--- config.mk ---
export PLATFORM = sky130hd
export DESIGN_NAME = seg_subtractor
export DESIGN_NICKNAME = d
export VERILOG_FILES = /design/src/rtl/alu_pkg.sv /design/src/rtl/seg_sub.sv /design/src/rtl/seg_subtractor.sv
export SDC_FILE = /design/constraint.sdc
export NUM_CORES = 1
export LEC_CHECK = 0
export CORE_AREA = 2 2 102 104
export CTS_CLUSTER_DIAMETER = 40
export DETAILED_ROUTE_END_ITERATION = 7
export DIE_AREA = 0 0 104 106
export PLACE_DENSITY = 0.44
export SETUP_SLACK_MARGIN = 0.15
export SLEW_MARGIN = 25
export SYNTH_ARGS = -nofsm -noshare
export SYNTH_HDL_FRONTEND = slang
export SYNTH_SLANG_ARGS = --single-unit
--- constraint.sdc ---
create_clock -name clk -period 3.2 [get_ports clk]
set_clock_uncertainty 0.15 [all_clocks]
set_input_delay 0.48 -clock clk [delete_from_list [all_inputs] [get_ports clk]]
set_output_delay 0.48 -clock clk [all_outputs]
set_load 0.1 [all_outputs]
--- src/rtl/alu_pkg.sv ---
// Shared types and sizing helpers for the segmented subtractor.
// Holds the FSM state enum and the NSEG / index-width derivation.
package alu_pkg;

  typedef enum logic [1:0] {
    IDLE = 2'd0,
    RUN  = 2'd1,
    DONE = 2'd2
  } state_e;

  function automatic int nseg_f(input int w, input int s);
    return (s > 0) ? (w / s) : 1;
  endfunction

  function automatic int idx_w_f(input int n);
    return (n > 1) ? $clog2(n) : 1;
  endfunction

endpackage

--- src/rtl/seg_sub.sv ---
// SEG-bit ripple full-subtractor chain.
// Ports: x_i, y_i slice operands; b_i borrow-in; d_o difference; b_o borrow-out.
module seg_sub #(
  parameter int SEG = 4
) (
  input  logic [SEG-1:0] x_i,
  input  logic [SEG-1:0] y_i,
  input  logic           b_i,
  output logic [SEG-1:0] d_o,
  output logic           b_o
);

  logic c;

  always_comb begin
    c   = b_i;
    d_o = '0;
    for (int i = 0; i < SEG; i++) begin
      d_o[i] = x_i[i] ^ y_i[i] ^ c;
      c = (~x_i[i] & y_i[i]) |
          (~x_i[i] & c) |
          (y_i[i] & c);
    end
    b_o = c;
  end

endmodule

--- src/rtl/seg_subtractor.sv ---
// Multi-cycle subtractor: z = x - y - b, SEG bits per clock, LSB slice first.
// Ports: clk, rst (sync, active-high); in_valid/in_ready operand handshake;
// x, y, b operands; out_valid/out_ready result handshake; z, b_next result.
// Optional SEG_SUBTRACTOR_FLAGS_EN adds registered zero and ovf outputs.
module seg_subtractor
  import alu_pkg::*;
#(
  parameter int WIDTH = 16,
  parameter int SEG   = 4
) (
  input  logic             clk,
  input  logic             rst,
  input  logic             in_valid,
  output logic             in_ready,
  input  logic [WIDTH-1:0] x,
  input  logic [WIDTH-1:0] y,
  input  logic             b,
  output logic             out_valid,
  input  logic             out_ready,
  output logic [WIDTH-1:0] z,
  output logic             b_next
`ifdef SEG_SUBTRACTOR_FLAGS_EN
  ,
  output logic             zero,
  output logic             ovf
`endif
);

  localparam int NSEG = nseg_f(WIDTH, SEG);
  localparam int IW   = idx_w_f(NSEG);
  localparam logic [IW-1:0] LAST = IW'(NSEG - 1);

  generate
    if (SEG < 1 || WIDTH < 1 || (WIDTH % SEG) != 0) begin : g_bad_cfg
      $error("seg_subtractor: WIDTH must be a positive multiple of SEG");
    end
  endgenerate

  state_e           state_q, state_d;
  logic [IW-1:0]    idx_q, idx_d;
  logic             brw_q, brw_d;
  logic [WIDTH-1:0] x_q, x_d;
  logic [WIDTH-1:0] y_q, y_d;
  logic [WIDTH-1:0] z_q, z_d;
  logic             bn_q, bn_d;

`ifdef SEG_SUBTRACTOR_FLAGS_EN
  logic zero_q, zero_d;
  logic ovf_q, ovf_d;
`endif

  logic [SEG-1:0] xs, ys, ds;
  logic           bo;

  assign xs = x_q[int'(idx_q)*SEG +: SEG];
  assign ys = y_q[int'(idx_q)*SEG +: SEG];

  seg_sub #(
    .SEG(SEG)
  ) u_sub (
    .x_i(xs),
    .y_i(ys),
    .b_i(brw_q),
    .d_o(ds),
    .b_o(bo)
  );

  always_comb begin
    state_d   = state_q;
    idx_d     = idx_q;
    brw_d     = brw_q;
    x_d       = x_q;
    y_d       = y_q;
    z_d       = z_q;
    bn_d      = bn_q;
    in_ready  = 1'b0;
    out_valid = 1'b0;
`ifdef SEG_SUBTRACTOR_FLAGS_EN
    zero_d = zero_q;
    ovf_d  = ovf_q;
`endif
    unique case (state_q)
      IDLE: begin
        in_ready = 1'b1;
        if (in_valid) begin
          x_d     = x;
          y_d     = y;
          brw_d   = b;
          idx_d   = '0;
          state_d = RUN;
        end
      end
      RUN: begin
        z_d[int'(idx_q)*SEG +: SEG] = ds;
        brw_d = bo;
        idx_d = idx_q + 1'b1;
        if (idx_q == LAST) begin
          bn_d    = bo;
          state_d = DONE;
`ifdef SEG_SUBTRACTOR_FLAGS_EN
          zero_d = (z_d == '0);
          // top slice MSB is the result sign bit
          ovf_d  = (x_q[WIDTH-1] != y_q[WIDTH-1]) &&
                   (ds[SEG-1] != x_q[WIDTH-1]);
`endif
        end
      end
      DONE: begin
        out_valid = 1'b1;
        if (out_ready) state_d = IDLE;
      end
      default: state_d = IDLE;
    endcase
  end

  always_ff @(posedge clk) begin
    if (rst) begin
      state_q <= IDLE;
      idx_q   <= '0;
      brw_q   <= 1'b0;
      x_q     <= '0;
      y_q     <= '0;
      z_q     <= '0;
      bn_q    <= 1'b0;
    end else begin
      state_q <= state_d;
      idx_q   <= idx_d;
      brw_q   <= brw_d;
      x_q     <= x_d;
      y_q     <= y_d;
      z_q     <= z_d;
      bn_q    <= bn_d;
    end
  end

`ifdef SEG_SUBTRACTOR_FLAGS_EN
  always_ff @(posedge clk) begin
    if (rst) begin
      zero_q <= 1'b0;
      ovf_q  <= 1'b0;
    end else begin
      zero_q <= zero_d;
      ovf_q  <= ovf_d;
    end
  end

  assign zero = zero_q;
  assign ovf  = ovf_q;
`endif

  assign z      = z_q;
  assign b_next = bn_q;

endmodule

# Word-level counts from Yosys, hierarchy flattened
# Cells that the tools add are included.
# classes
addsub	2
eq_ne	6
n_shift	4
muxes	11
n_bitwise	32
n_reduce_logical	6
# ops
cell	n
4-bit negator with 33-bit output	1
4-bit by 33-bit variable shift with 16-bit output (first input constant)	1
4-bit by 33-bit indexed part select with 16-bit output	1
16-bit by 5-bit indexed part select with 4-bit output	2
16-bit bitwise mux	1
1-bit bitwise AND	12
2-bit two-way mux	4
1-bit bitwise OR	8
1-bit bitwise XOR	8
2-bit inequality test (second input constant)	3
2-bit case mux with 3 select lines	1
2-bit AND reduction	3
2-bit equality test (second input constant)	2
1-bit NOT	4
2-bit case mux with 2 select lines	1
1-bit two-way mux	3
3-bit AND reduction	1
2-bit by 1-bit adder with 2-bit output (second input constant)	1
2-bit by 1-bit equality test with 1-bit output (second input constant)	1
2-bit zero test	1
1-bit case mux with 2 select lines	1
2-bit nonzero test	1
# word_totals
ff_bits	54
input_bits	37
output_inout_bits	19
wordCells	68

# Longest topological paths before layout
# depth
ltp_word	15
depth_mapped	10
ltp_nobuf	9

# By module
# Synthesis repeated with hierarchy kept, for this count alone.
# hier_totals
cells_unflattened	279
area_unflattened_um2	2573.7
# modules_own_cells
module	n_inst	cells_each	area_each_um2	seq_area_each_um2
seg_subtractor	1	265	2456.1	1081.0
seg_sub	1	14	117.6	0.0

# Least setup slack after synthesis
# Ideal clock, no wire load.
# synth_path
path_type	flip-flop to flip-flop
startpoint	reg idx_q[0]
endpoint	reg z_q[7] (netlist: z[7])
setup_time_ns	0.070
t_arrival_ns	3.104
required_time_ns	2.980
setup_slack_ns	-0.125
path_stages_with_launch	9
n_path_buf	1
synth_period_minus_slack_ns	3.325
cell_sequence	dfxtp_1 > buf_2 > mux4_2 > fa_1 > fa_1 > fa_1 > fa_1 > nand4b_1 > a21oi_1
# synth_via
elab_chain_cells	14
elab_cells_between_ends	32
classes_between	1 x add/sub; 4 x shift; 1 x mux; 26 x bitwise
# synth_rtl
item	line	source
from (decl)	seg_subtractor.sv:40	logic [IW-1:0] idx_q, idx_d;
from (signal assigned)	seg_subtractor.sv:127	idx_q <= idx_d;
16-bit by 5-bit indexed part select with 4-bit output	seg_subtractor.sv:55	assign xs = x_q[int'(idx_q)*SEG +: SEG];
1-bit NOT	seg_sub.sv:20, seg_sub.sv:21	
1-bit bitwise AND (on tied branches)	seg_sub.sv:20, seg_sub.sv:21	
1-bit bitwise OR	seg_sub.sv:20	c = (~x_i[i] & y_i[i]) |
1-bit bitwise OR	seg_sub.sv:21	(~x_i[i] & c) |
1-bit bitwise AND	seg_sub.sv:21	
1-bit bitwise OR	seg_sub.sv:20	
1-bit bitwise OR	seg_sub.sv:21	
1-bit bitwise AND	seg_sub.sv:21	
1-bit bitwise OR	seg_sub.sv:20	
1-bit bitwise OR	seg_sub.sv:21	
1-bit bitwise XOR	seg_sub.sv:19	d_o[i] = x_i[i] ^ y_i[i] ^ c;
4-bit by 33-bit indexed part select with 16-bit output	seg_subtractor.sv:94	z_d[int'(idx_q)*SEG +: SEG] = ds;
16-bit bitwise mux *	seg_subtractor.sv:94	
to (signal assigned)	seg_subtractor.sv:131	z_q <= z_d;
to (decl)	seg_subtractor.sv:44	logic [WIDTH-1:0] z_q, z_d;
# Every way passes the cells marked *; elsewhere a longest branch is shown, timed or not.
# A chain may end at the register's enable or synchronous reset.

# Worst setup path in the final report
# layout_path
startpoint	reg idx_q[0]
endpoint	reg z_q[15] (netlist: z[15])
# Same word-level chain as after synthesis.

==> flow_metrics.py <==
metrics = {
    "global_routing": {
        "antenna_found_initial": 0,
        "grt_max_degree": 45,
        "grt_use_total": 0.112,
        "grt_pass1_wl_um": 9810,
        "grt_pass1_vias": 1921,
        "overflow": 0,
    },
    "routing": {
        "vias": 1953,
        "drt-initial-drc-count": 75,
        "first_pass_iters": 4,
        "totalWireLength_um": 6010,
        "wl_per_cell_um": 13.3,
        "ant_nets": 0,
        "via_per_inst": 4.32,
        "drcViolationCount": 0,
    },
    "worst_setup_path": {
        "cpLargestDelayFamily": "adder cells",
        "r2r-start": "idx_q[0]",
        "critPathMostFrequentCell": "fa_2",
        "rr_worst_depth": 7,
        "crit_required_ns": 3.23,
        "worst-setup-path-type": "reg2reg",
        "crit_fanout": 4,
        "critPathBufInv": 0,
        "cp_cell_sequence": "mux4_2 > fa_2 > fa_2 > fa_2 > fa_2 > nand4b_1 > a21oi_1",
        "cp-start-kind": "register",
        "crit_slowest_cell": "fa_2",
        "critPathArrivalTime_ns": 3.01,
        "max_stage_delay_ns": 0.58,
        "end_kind": "register",
        "r2r-end": "z[15]",
        "reg2reg_slack_ns": 0.22,
    },
    "timing": {
        "final.period_utilization": 0.933,
        "worst_slew_pin_slew_ns": 0.760,
        "max_freq_mhz": 335,
        "rsz0062_at_grt": "true",
        "fin_setup_tns_ns": 0,
        "min_period_ns": 2.98,
        "finalSetupViolations": 0,
        "fin_hold_ws_ns": 0.308,
        "maxSlewViolCount": 0,
        "relSlewSlack": 0.493,
        "setup_ws_ns": 0.215,
        "hold_viol": 0,
    },
    "cts": {
        "tritoncts": "done",
        "clk_pin_slew_worst_paths_ns": 0.11,
        "clock-sinks": 54,
        "clockBufferDepth": 2,
        "numCtsBuffers": 5,
        "clockRootBuffer": "clkbuf_8",
        "h-tree-depth": 2,
        "insertion_delay_ns": 0.32,
    },
    "status": {
        "status": "complete, no violations",
    },
    "floorplan": {
        "die_area_mm2": 0.0110,
        "die_y_um": 106,
        "num_rows": 37,
        "core_mm2": 0.0100,
        "initial_core_util": 0.243,
        "die_x_um": 104,
        "io_pins": 56,
    },
    "logic_synthesis": {
        "avgSynthCellArea_um2": 9.10,
        "synthAdderAreaFrac": 0.0639,
        "synth_cell_types": 28,
        "synth_edf_count": 0,
        "synthesis.nets": 314,
        "seq_area_frac_synth": 0.445,
        "yosys_warnings": 0,
        "synthSimpleGateAreaFrac": 0.233,
        "synth_xor_area_frac": 0,
        "yosys-mux-area-fraction": 0.0866,
        "async_flop_share": 0,
        "synth_compound_area_frac": 0.121,
        "ys_ff_latch": 54,
        "synth_top_family_by_area": "simple AND/OR/NAND/NOR gates",
        "synthCells": 267,
        "synth-main-ff-cell": "dfxtp_1",
        "synth_area_mm2": 0.00243,
    },
    "placement": {
        "dp_slack_ns": 0.138,
        "dp.cells": 443,
        "dpl.hpwl_um": 4380,
        "finalWeightedCongestion": 0.763,
        "dpl-instance-area_mm2": 0.00306,
        "portBuffers": 55,
    },
    "finish": {
        "layout.cells.non_filler": 452,
        "nNetsFinal": 362,
        "fin_util": 0.318,
        "fill_cells": 1106,
        "antenna_cells": 0,
        "syn_to_final_growth_pct": 31.0,
        "drive_gt1_frac": 0.165,
        "stdcell_area_mm2": 0.00318,
    },
    "power": {
        "swShare": 0.279,
        "power.density_mw_per_mm2": 466,
        "clock_power_share": 0.322,
        "switching_power_mw": 0.413,
        "cellLeakagePower_nw": 1.15,
        "combPwrFrac": 0.189,
        "power.total_mw": 1.48,
        "ir_drop_mv": 0.199,
        "seqPwrFrac": 0.489,
        "p_int_mw": 1.07,
    },
    "worst_hold_path": {
        "hold_start": "x_q[8]",
        "hold_path.class": "reg2reg",
        "hold-path-endpoint": "x_q[8]",
        "hold_depth": 2,
    },
    "job": {
        "maxCapViolations": 0,
    },
}
cells in the mapped netlist (all sizes together), types with 3 or more instances:
cell	n	area (um2)
a21oi	43	215
buf	13	70.1
clkbuf	7	26.3
dfxtp	54	1080
fa	4	80.1
ha	6	75.1
inv	7	26.3
mux2i	3	30.0
mux4	8	180
nand2	72	270
nand2b	10	62.6
nand3b	3	22.5
nand4b	8	70.1
nor2	5	18.8
nor2b	4	25.0
o32ai	8	70.1
power groups by stage:
stage / registers, mW / clock network [mW] / logic, mW
6_report: 0.725 / 0.478 / 0.280
5_1_grt: 0.730 / 0.516 / 0.308
4_1_cts: 0.726 / 0.492 / 0.286
3_5_place_dp: 0.741 / 0 / 0.282
3_3_place_gp: 0.741 / 0 / 0.282
2_1_floorplan: 0.761 / 0 / 0.156
cells in the final DEF (no fill, tap or decap), types with 2 or more instances in the layout:
master | Yosys | routed
nor3_1 | 2 | 2
mux4_2 | 8 | 8
inv_1 | 7 | 7
a21oi_1 | 43 | 43
fa_2 | 0 | 4
mux2i_1 | 3 | 3
nor2_1 | 5 | 5
nand3b_1 | 3 | 3
nor3b_4 | 1 | 2
o32ai_1 | 8 | 8
dfxtp_1 | 54 | 53
nor2b_1 | 4 | 4
clkbuf_8 | 0 | 5
nand2_1 | 72 | 72
buf_4 | 0 | 25
ha_1 | 6 | 6
nand4b_1 | 8 | 8
and2_1 | 2 | 2
nand2b_1 | 10 | 10
or3b_2 | 1 | 2
clkdlybuf4s50_1 | 0 | 35
worst max path at each step:
stage             to      from  cells past startpoint
4_1_cts        z[15]  idx_q[0]                      7
2_1_floorplan   z[7]  idx_q[0]                      8
3_3_place_gp    z[7]  idx_q[0]                      7
3_5_place_dp    z[7]  idx_q[0]                      7
6_report       z[15]  idx_q[0]                      7
5_1_grt         z[7]  idx_q[0]                      7
worst register-to-register path, stage by stage, from the launching register on:
cell and delay (ns):
dfxtp_4 0.39, mux4_2 0.51, fa_2 0.35, fa_2 0.35, fa_2 0.35, fa_2 0.58, nand4b_1 0.12, a21oi_1 0.06
layer usage:
metal | track usage | share of wire | vias to the layer above
li1 | - | - | 1005
met1 | 0.154 | 0.50 | 902
met2 | 0.177 | 0.45 | 40
met3 | 0.0264 | 0.039 | 6
met4 | 0.0290 | 0.012 | 0
met5 | 0 | 0 | -
sequential cells by signal, summed over array words and instances, names as in the netlist:
register / count
x_q: 16
y_q: 16
z: 16
idx_q: 2
state_q: 2
b_next: 1
brw_q: 1
logic make-up after synthesis:
group / after synthesis
simple gates: 113
flops: 54
compound gates: 52
buf+inv: 27
mux: 11
fa+ha+maj: 10
what timing repair did:
| action | 4_1_cts | 5_1_grt |
|---|---|---|
| endpoints found under the setup margin | 2 | 5 |
| endpoints found under the hold margin | 0 | 0 |
| resized for setup | 1 | 0 |
| pin swaps | 0 | 3 |
| setup buffers | 0 | 1 |
| hold buffers | 0 | 0 |
layout make-up:
type | instances | area [um2] | share of cell area
clock buffers | 5 | 68.8 | 0.0216
clock inverters | 3 | 47.5 | 0.0149
inverters | 7 | 26.3 | 0.00826
multi-input cells | 186 | 1240 | 0.390
flip-flops and latches | 54 | 1080 | 0.341
well taps | 136 | 170 | 0.0535
repair buffers | 61 | 543 | 0.171
Power figures use the tool's default switching activity.
